[src/rtl/hdc_assoc_pkg.sv]
// Shared types and helpers for the hypervector associative-search stage.
package hdc_assoc_pkg;

    localparam int unsigned DEF_W_BITS      = 64;
    localparam int unsigned DEF_NUM_CLASSES = 8;
    localparam int unsigned DEF_NUM_FRAMES  = 3;

    // Width needed to hold a full-hypervector Hamming distance (0..frames*width).
    function automatic int unsigned dist_w(input int unsigned frames, input int unsigned width);
        return $clog2(frames * width + 1);
    endfunction

    localparam int unsigned DEF_DIST_W = dist_w(DEF_NUM_FRAMES, DEF_W_BITS);

    typedef logic [DEF_W_BITS-1:0] frame_t;
    typedef logic [DEF_DIST_W-1:0] dist_t;

    typedef enum logic [1:0] {
        LOAD   = 2'd0,
        SEARCH = 2'd1,
        DRAIN  = 2'd2,
        DONE   = 2'd3
    } state_e;

endpackage

[src/rtl/hvec_popcount.sv]
// Combinational popcount built as a recursive balanced adder tree.
module hvec_popcount #(
    parameter int unsigned W = 64
) (
    input  logic [W-1:0]             bits_i,
    output logic [$clog2(W+1)-1:0]   count_c
);

    localparam int unsigned CW = $clog2(W + 1);

    generate
        if (W == 1) begin : g_leaf
            assign count_c = bits_i;
        end else begin : g_node
            localparam int unsigned WL = W / 2;
            localparam int unsigned WH = W - WL;
            localparam int unsigned CL = $clog2(WL + 1);
            localparam int unsigned CH = $clog2(WH + 1);

            logic [CL-1:0] cnt_lo;
            logic [CH-1:0] cnt_hi;

            hvec_popcount #(.W(WL)) u_lo (
                .bits_i  (bits_i[WL-1:0]),
                .count_c (cnt_lo)
            );

            hvec_popcount #(.W(WH)) u_hi (
                .bits_i  (bits_i[W-1:WL]),
                .count_c (cnt_hi)
            );

            assign count_c = CW'(cnt_lo) + CW'(cnt_hi);
        end
    endgenerate

endmodule

[src/rtl/hvec_assoc_search.sv]
// Buffers one framed query, sweeps all (class, frame) generator addresses and reports the nearest class.
// Optional ASSOC_MARGIN_EN adds second_dist / low_conf confidence outputs.
module hvec_assoc_search
    import hdc_assoc_pkg::*;
#(
    parameter int unsigned DI_PARALLEL_W_BITS = DEF_W_BITS,
    parameter int unsigned NUM_CLASSES        = DEF_NUM_CLASSES,
    parameter int unsigned NUM_FRAMES         = DEF_NUM_FRAMES,
`ifdef ASSOC_MARGIN_EN
    parameter int unsigned MARGIN_TH          = 4,
`endif
    localparam int unsigned ID_W   = $clog2(NUM_CLASSES),
    localparam int unsigned DIST_W = dist_w(NUM_FRAMES, DI_PARALLEL_W_BITS)
) (
    input  logic                          clk,
    input  logic                          rst,
    input  logic                          query_valid,
    output logic                          query_ready,
    input  logic [DI_PARALLEL_W_BITS-1:0] query_frame,
    output logic [ID_W-1:0]               frame_id,
    output logic [1:0]                    frame_index,
    input  logic [DI_PARALLEL_W_BITS-1:0] class_vec_in,
    output logic                          result_valid,
    input  logic                          result_ready,
    output logic [ID_W-1:0]               pred_class,
`ifdef ASSOC_MARGIN_EN
    output logic [DIST_W-1:0]             second_dist,
    output logic                          low_conf,
`endif
    output logic [DIST_W-1:0]             best_dist
);

    localparam int unsigned PC_W     = $clog2(DI_PARALLEL_W_BITS + 1);
    localparam logic [1:0]      LAST_FRM = 2'(NUM_FRAMES - 1);
    localparam logic [ID_W-1:0] LAST_CLS = ID_W'(NUM_CLASSES - 1);
    localparam logic [DIST_W-1:0] DIST_MAX = '1;

    state_e                        state_q, state_d;
    logic [1:0]                    fcnt_q, fcnt_d;
    logic [ID_W-1:0]               cls_q, cls_d;
    logic [1:0]                    frm_q, frm_d;
    logic                          drain_q, drain_d;
    logic                          beat_c;
    logic                          enter_done_c;
    logic                          done_hs_c;

    logic [DI_PARALLEL_W_BITS-1:0] qbuf_q [NUM_FRAMES];
    logic [PC_W-1:0]               pc_c;

    logic                          s1_valid_q;
    logic [PC_W-1:0]               s1_pc_q;
    logic                          s1_last_q;
    logic [ID_W-1:0]               s1_cls_q;

    logic [DIST_W-1:0]             dist_c;
    logic [DIST_W-1:0]             acc_q;
    logic [DIST_W-1:0]             best_q;
    logic [ID_W-1:0]               pred_q;

    logic                          query_ready_q;
    logic                          result_valid_q;
    logic [ID_W-1:0]               pred_class_q;
    logic [DIST_W-1:0]             best_dist_q;

`ifdef ASSOC_MARGIN_EN
    logic [DIST_W-1:0]             second_q;
    logic [DIST_W-1:0]             second_dist_q;
    logic                          low_conf_q;

    assign second_dist = second_dist_q;
    assign low_conf    = low_conf_q;
`endif

    assign query_ready  = query_ready_q;
    assign result_valid = result_valid_q;
    assign pred_class   = pred_class_q;
    assign best_dist    = best_dist_q;
    assign frame_id     = cls_q;
    assign frame_index  = frm_q;

    // State and address/beat counter registers.
    always_ff @(posedge clk) begin
        if (rst) begin
            state_q        <= LOAD;
            fcnt_q         <= 2'd0;
            cls_q          <= '0;
            frm_q          <= 2'd0;
            drain_q        <= 1'b0;
            query_ready_q  <= 1'b1;
            result_valid_q <= 1'b0;
        end else begin
            state_q        <= state_d;
            fcnt_q         <= fcnt_d;
            cls_q          <= cls_d;
            frm_q          <= frm_d;
            drain_q        <= drain_d;
            query_ready_q  <= (state_d == LOAD);
            result_valid_q <= (state_d == DONE);
        end
    end

    // Next-state, sweep address and handshake decode.
    always_comb begin
        state_d      = state_q;
        fcnt_d       = fcnt_q;
        cls_d        = cls_q;
        frm_d        = frm_q;
        drain_d      = drain_q;
        beat_c       = 1'b0;
        done_hs_c    = 1'b0;

        case (state_q)
            LOAD: begin
                if (query_valid && query_ready_q) begin
                    beat_c = 1'b1;
                    if (fcnt_q == LAST_FRM) begin
                        fcnt_d  = 2'd0;
                        cls_d   = '0;
                        frm_d   = 2'd0;
                        state_d = SEARCH;
                    end else begin
                        fcnt_d = fcnt_q + 2'd1;
                    end
                end
            end
            SEARCH: begin
                if (frm_q == LAST_FRM) begin
                    if (cls_q == LAST_CLS) begin
                        drain_d = 1'b0;
                        state_d = DRAIN;
                    end else begin
                        cls_d = cls_q + ID_W'(1);
                        frm_d = 2'd0;
                    end
                end else begin
                    frm_d = frm_q + 2'd1;
                end
            end
            DRAIN: begin
                drain_d = 1'b1;
                if (drain_q) begin
                    state_d = DONE;
                end
            end
            DONE: begin
                if (result_ready && result_valid_q) begin
                    done_hs_c = 1'b1;
                    state_d   = LOAD;
                end
            end
            default: state_d = LOAD;
        endcase

        enter_done_c = (state_q == DRAIN) && (state_d == DONE);
    end

    // Query buffer; stale beats are harmless because fcnt restarts at 0.
    always_ff @(posedge clk) begin
        if (beat_c) begin
            qbuf_q[fcnt_q] <= query_frame;
        end
    end

    hvec_popcount #(.W(DI_PARALLEL_W_BITS)) u_popcount (
        .bits_i  (qbuf_q[frm_q] ^ class_vec_in),
        .count_c (pc_c)
    );

    // Stage 1: per-frame Hamming distance tagged with class and last-frame flag.
    always_ff @(posedge clk) begin
        if (rst) begin
            s1_valid_q <= 1'b0;
            s1_pc_q    <= '0;
            s1_last_q  <= 1'b0;
            s1_cls_q   <= '0;
        end else begin
            s1_valid_q <= (state_q == SEARCH);
            s1_pc_q    <= pc_c;
            s1_last_q  <= (frm_q == LAST_FRM);
            s1_cls_q   <= cls_q;
        end
    end

    assign dist_c = acc_q + DIST_W'(s1_pc_q);

    // Stage 2: accumulate per class; strict less-than keeps the lower index on ties.
    always_ff @(posedge clk) begin
        if (rst) begin
            acc_q    <= '0;
            best_q   <= DIST_MAX;
            pred_q   <= '0;
`ifdef ASSOC_MARGIN_EN
            second_q <= DIST_MAX;
`endif
        end else begin
            if (s1_valid_q) begin
                if (s1_last_q) begin
                    acc_q <= '0;
                    if (dist_c < best_q) begin
                        best_q   <= dist_c;
                        pred_q   <= s1_cls_q;
`ifdef ASSOC_MARGIN_EN
                        second_q <= best_q;
                    end else if (dist_c < second_q) begin
                        second_q <= dist_c;
`endif
                    end
                end else begin
                    acc_q <= dist_c;
                end
            end
            if (done_hs_c) begin
                best_q   <= DIST_MAX;
`ifdef ASSOC_MARGIN_EN
                second_q <= DIST_MAX;
`endif
            end
        end
    end

    // Result registers, frozen for the whole DONE phase.
    always_ff @(posedge clk) begin
        if (rst) begin
            pred_class_q  <= '0;
            best_dist_q   <= '0;
`ifdef ASSOC_MARGIN_EN
            second_dist_q <= '0;
            low_conf_q    <= 1'b0;
`endif
        end else if (enter_done_c) begin
            pred_class_q  <= pred_q;
            best_dist_q   <= best_q;
`ifdef ASSOC_MARGIN_EN
            second_dist_q <= second_q;
            low_conf_q    <= ((second_q - best_q) < DIST_W'(MARGIN_TH));
        end else if (done_hs_c) begin
            low_conf_q    <= 1'b0;
`endif
        end
    end

endmodule

[config.mk]
export PLATFORM = sky130hd
export DESIGN_NAME = hvec_assoc_search
export DESIGN_NICKNAME = d
export VERILOG_FILES = /design/src/rtl/hdc_assoc_pkg.sv /design/src/rtl/hvec_popcount.sv /design/src/rtl/hvec_assoc_search.sv
export SDC_FILE = /design/constraint.sdc
export NUM_CORES = 1
export LEC_CHECK = 0
export CORE_ASPECT_RATIO = 1.5
export CORE_UTILIZATION = 62
export CTS_BUF_LIST = sky130_fd_sc_hd__clkbuf_16
export DETAILED_ROUTE_END_ITERATION = 6
export PLACE_DENSITY_LB_ADDON = 0.1
export SETUP_SLACK_MARGIN = 0.3
export SLEW_MARGIN = 0
export SYNTH_ARGS = -nofsm -noshare
export SYNTH_HDL_FRONTEND = slang
export SYNTH_HIERARCHICAL = 1
export SYNTH_SLANG_ARGS = --single-unit
[constraint.sdc]
create_clock -name clk -period 13.1 [get_ports clk]
set_input_delay 3.93 -clock clk [delete_from_list [all_inputs] [get_ports clk]]
set_output_delay 3.93 -clock clk [all_outputs]
set_load 0.02 [all_outputs]
==> results.cfg <==
[place]
dpl.hpwl_mm = 16.49
place_congestion = 0.7907
placed_cell_area_um2 = 14980
portBuffers = 149
pre_cts_ws_ps = 4290

[global_route]
grt_pass1_vias = 8513
grt_use_total = 0.2182
grt_max_degree = 107
grt_antenna_before_repair = 0
grt-ovfl-total = 0
grt_pass1_wl_mm = 38.74

[cells_and_area]
fin_nets = 1552
multi_input_area_um2 = 5638
finalInstanceArea_um2 = 15740
syn_to_final_growth_pct = 14.68
nFillCells = 1538
diodes = 0
seq_area_um2 = 6894
drive_gt1_frac = 0.05136

[clock_tree]
post_cts_buffers = 0
htree_num_levels = 1
cts_resized = 0
clockBufferDepth = 3
cts_tree = yes
clock-root-buffer = clkbuf_16
cts_buffers = 24
insertion_delay_ps = 510
clkTransAtPathRegs_ps = 60
cts.sinks = 248
postCtsHoldBufs = 0

[sta]
setup_viol_count_final = 0
rsz0062_at_grt = false
skew_ps = 11.81
finalSetupTns_ps = 0
layout_worst_path_cycle_share = 0.6318
min_period_ps = 8277
relSlewSlack = 0.3225
hold_violations = 0
max_freq_mhz = 120.8
slew_viol_final = 0
fin_ws_ps = 4823
max_slew.worst_pin.slew_ps = 1016

[synth]
synthSimpleGateAreaFrac = 0.06946
yosysTopAreaCell = edfxtp_1
synth_fa_ha_area_frac = 0.1561
syn-cell-area_um2 = 13730
yosysWarnings = 6
synth_top_family_by_area = adder cells
synth_compound_area_frac = 0.07812
synthXorXnorAreaFrac = 0.05934
synth_cells = 1186
async_flop_share = 0
syn_nets = 1470
yosysMostFrequentCell = edfxtp_1
yosys_most_used_dff = edfxtp_1
synth_area_leaders = edfxtp_1 (42%), ha_1 (11%), dfxtp_1 (8.2%)
synth_top_area_frac = 0.4201
synth_area_per_cell_um2 = 11.57
ys_seq_area_frac = 0.5017
muxShareOfSynthArea = 0.04740
synth_edf_count = 192
ys_ff_latch = 248
synth_common_cells = edfxtp_1 (192), inv_1 (152), ha_1 (120)
synth_cell_types = 55

[drt]
drc = 0
drt_iter0_drc = 348
viasPerCell = 5.255
ant_nets = 0
wl_per_cell_um = 15.23
vias = 8182
first_pass_iters = 5
wl_mm = 23.72

[die]
rows = 66
fp.dieW_um = 123.5
fp.dieH_um = 184.2
core_area_um2 = 21720
ioPinCount = 150
start_util = 0.6320
dieArea_um2 = 22750

[critical_path]
critPathMaxStageDelay_ps = 550
crit_arrival_ps = 8660
critical_path.slowest_cell = fa_1
crit_family = adder cells
path_buf_inv = 7
cp.required_ps = 13480
startpoint_type = input port
crit_path_end_kind = flop
cpMostUsedCell = inv_1
criticalPathCategory = input port to flop
path_cells = clkdlybuf4s50_1 -> xor2_1 -> ha_1 -> ha_1 -> inv_1 -> fa_1 -> inv_1 -> inv_1 -> fa_1 -> inv_1 -> inv_1 -> fa_1 -> inv_1 -> fa_1 -> a21o_1 -> a21oi_1 -> xnor2_1 -> ha_1 -> o21a_1 -> o31a_2 -> o21ai_2 -> nand2b_1 -> nor2b_1
crit_fanout = 3

[min_path]
hp-class = flop to flop

[outcome]
status = finished, final reports clean

[job]
max_cap_violations = 0
final timing paths:
| check | startpoint | to | slack (ps) | depth (start not counted) |
|---|---|---|---|---|
| worst max-delay path | class_vec_in[53] | s1_pc_q[6]$_SDFF_PP0_ | 4820 | 23 |
| worst min-delay path | s1_cls_q[0]$_SDFF_PP0_ | pred_q[0]$_SDFFE_PP0P_ | 430 | 2 |
| worst max register to register | flop | s1_pc_q[6]$_SDFF_PP0_ | 6890 | 25 |
| worst min register to register | s1_cls_q[0]$_SDFF_PP0_ | pred_q[0]$_SDFFE_PP0P_ | 430 | 2 |
metrics by stage:
stage | cells | hold WS, ps | util
global placement | 1514 | 431.4 | 0.6897
detailed placement | 1514 | 433.4 | 0.6897
CTS | 1557 | 441.9 | 0.7247
floorplan | 1186 | 417.4 | -
finish | 1557 | 434.9 | 0.7247
global route | 1557 | 455.3 | 0.7247
cell families after synthesis:
| logic type | Yosys count |
|---|---|
| xor gates and xnor gates | 93 |
| buffers and inverters | 251 |
| adders and majority gates | 152 |
| DFF | 248 |
| muxes | 65 |
| AOI/OAI and AO/OA | 174 |
| and+or+nand+nor | 203 |
flip-flops by register name, summed over array words and instances, names as in the netlist, named ones only:
signal and flops:
qbuf_q 192, acc_q 8, best_dist 8, best_q 8, s1_pc_q 7, frame_id 3, pred_class 3, pred_q 3
s1_cls_q 3, fcnt_q 2, frame_index 2, state_q 2, drain_q 1, query_ready 1, result_valid 1, s1_last_q 1
s1_valid_q 1
routing by layer:
metal  share of wire  track usage  up-vias  routed length [um]
met5               0            0        -                   0
met4           0.023      0.07422        0                 542
met3           0.047      0.03960       41                1117
met2            0.56       0.4257      145               13250
met1            0.37       0.2270     3837                8809
li1                -            -     4159                   -
worst reg2reg max path, stage by stage (launching register included):
cell and delay, ps:
dfxtp_4 670, buf_4 710, mux2i_1 290, o21ai_0 130, xor2_1 210, ha_1 310
ha_1 180, inv_1 70, fa_1 400, inv_1 80, inv_1 60, fa_1 480
inv_1 90, inv_1 60, fa_1 530, inv_1 70, fa_1 420, a21o_1 190
a21oi_1 170, xnor2_1 140, ha_1 280, o21a_1 120, o31a_2 120, o21ai_2 110
nand2b_1 60, nor2b_1 120
placed cells by master, fill, tap and decap left out, types with 2 or more instances in the layout:
cell / instances
edfxtp_1: 192
dfxtp_1: 54
a21oi_2: 5
nand3b_1: 2
a41oi_1: 2
nor3_1: 4
clkdlybuf4s50_1: 149
nand2b_1: 12
o21ai_2: 3
a211oi_1: 3
clkinvlp_4: 2
fa_1: 32
buf_4: 6
o32ai_1: 4
nor2b_1: 22
nor4_1: 2
inv_1: 155
a31oi_1: 3
mux2i_1: 65
a21oi_1: 40
xnor2_1: 24
ha_1: 120
o21ai_0: 77
nand3_1: 23
xor2_1: 69
o21a_1: 3
clkinv_2: 6
a311oi_1: 2
nor2_1: 27
a21o_1: 8
a211o_1: 2
nand2_1: 102
clkbuf_16: 25
bufinv_16: 2
o211ai_1: 9
dfxtp_4: 2
inv_2: 4
area by class of cell:
type / count / area share
Tap cell: 272 / 0.02162
Sequential cell: 248 / 0.4380
Inverter: 152 / 0.03625
Clock buffer: 25 / 0.03975
Clock inverter: 18 / 0.008585
Multi-Input combinational cell: 687 / 0.3582
Timing Repair Buffer: 155 / 0.09762
Power is left out: the tool's default activity adds up to more than one toggle a clock period on the data nets, which glitch-free logic cannot reach.
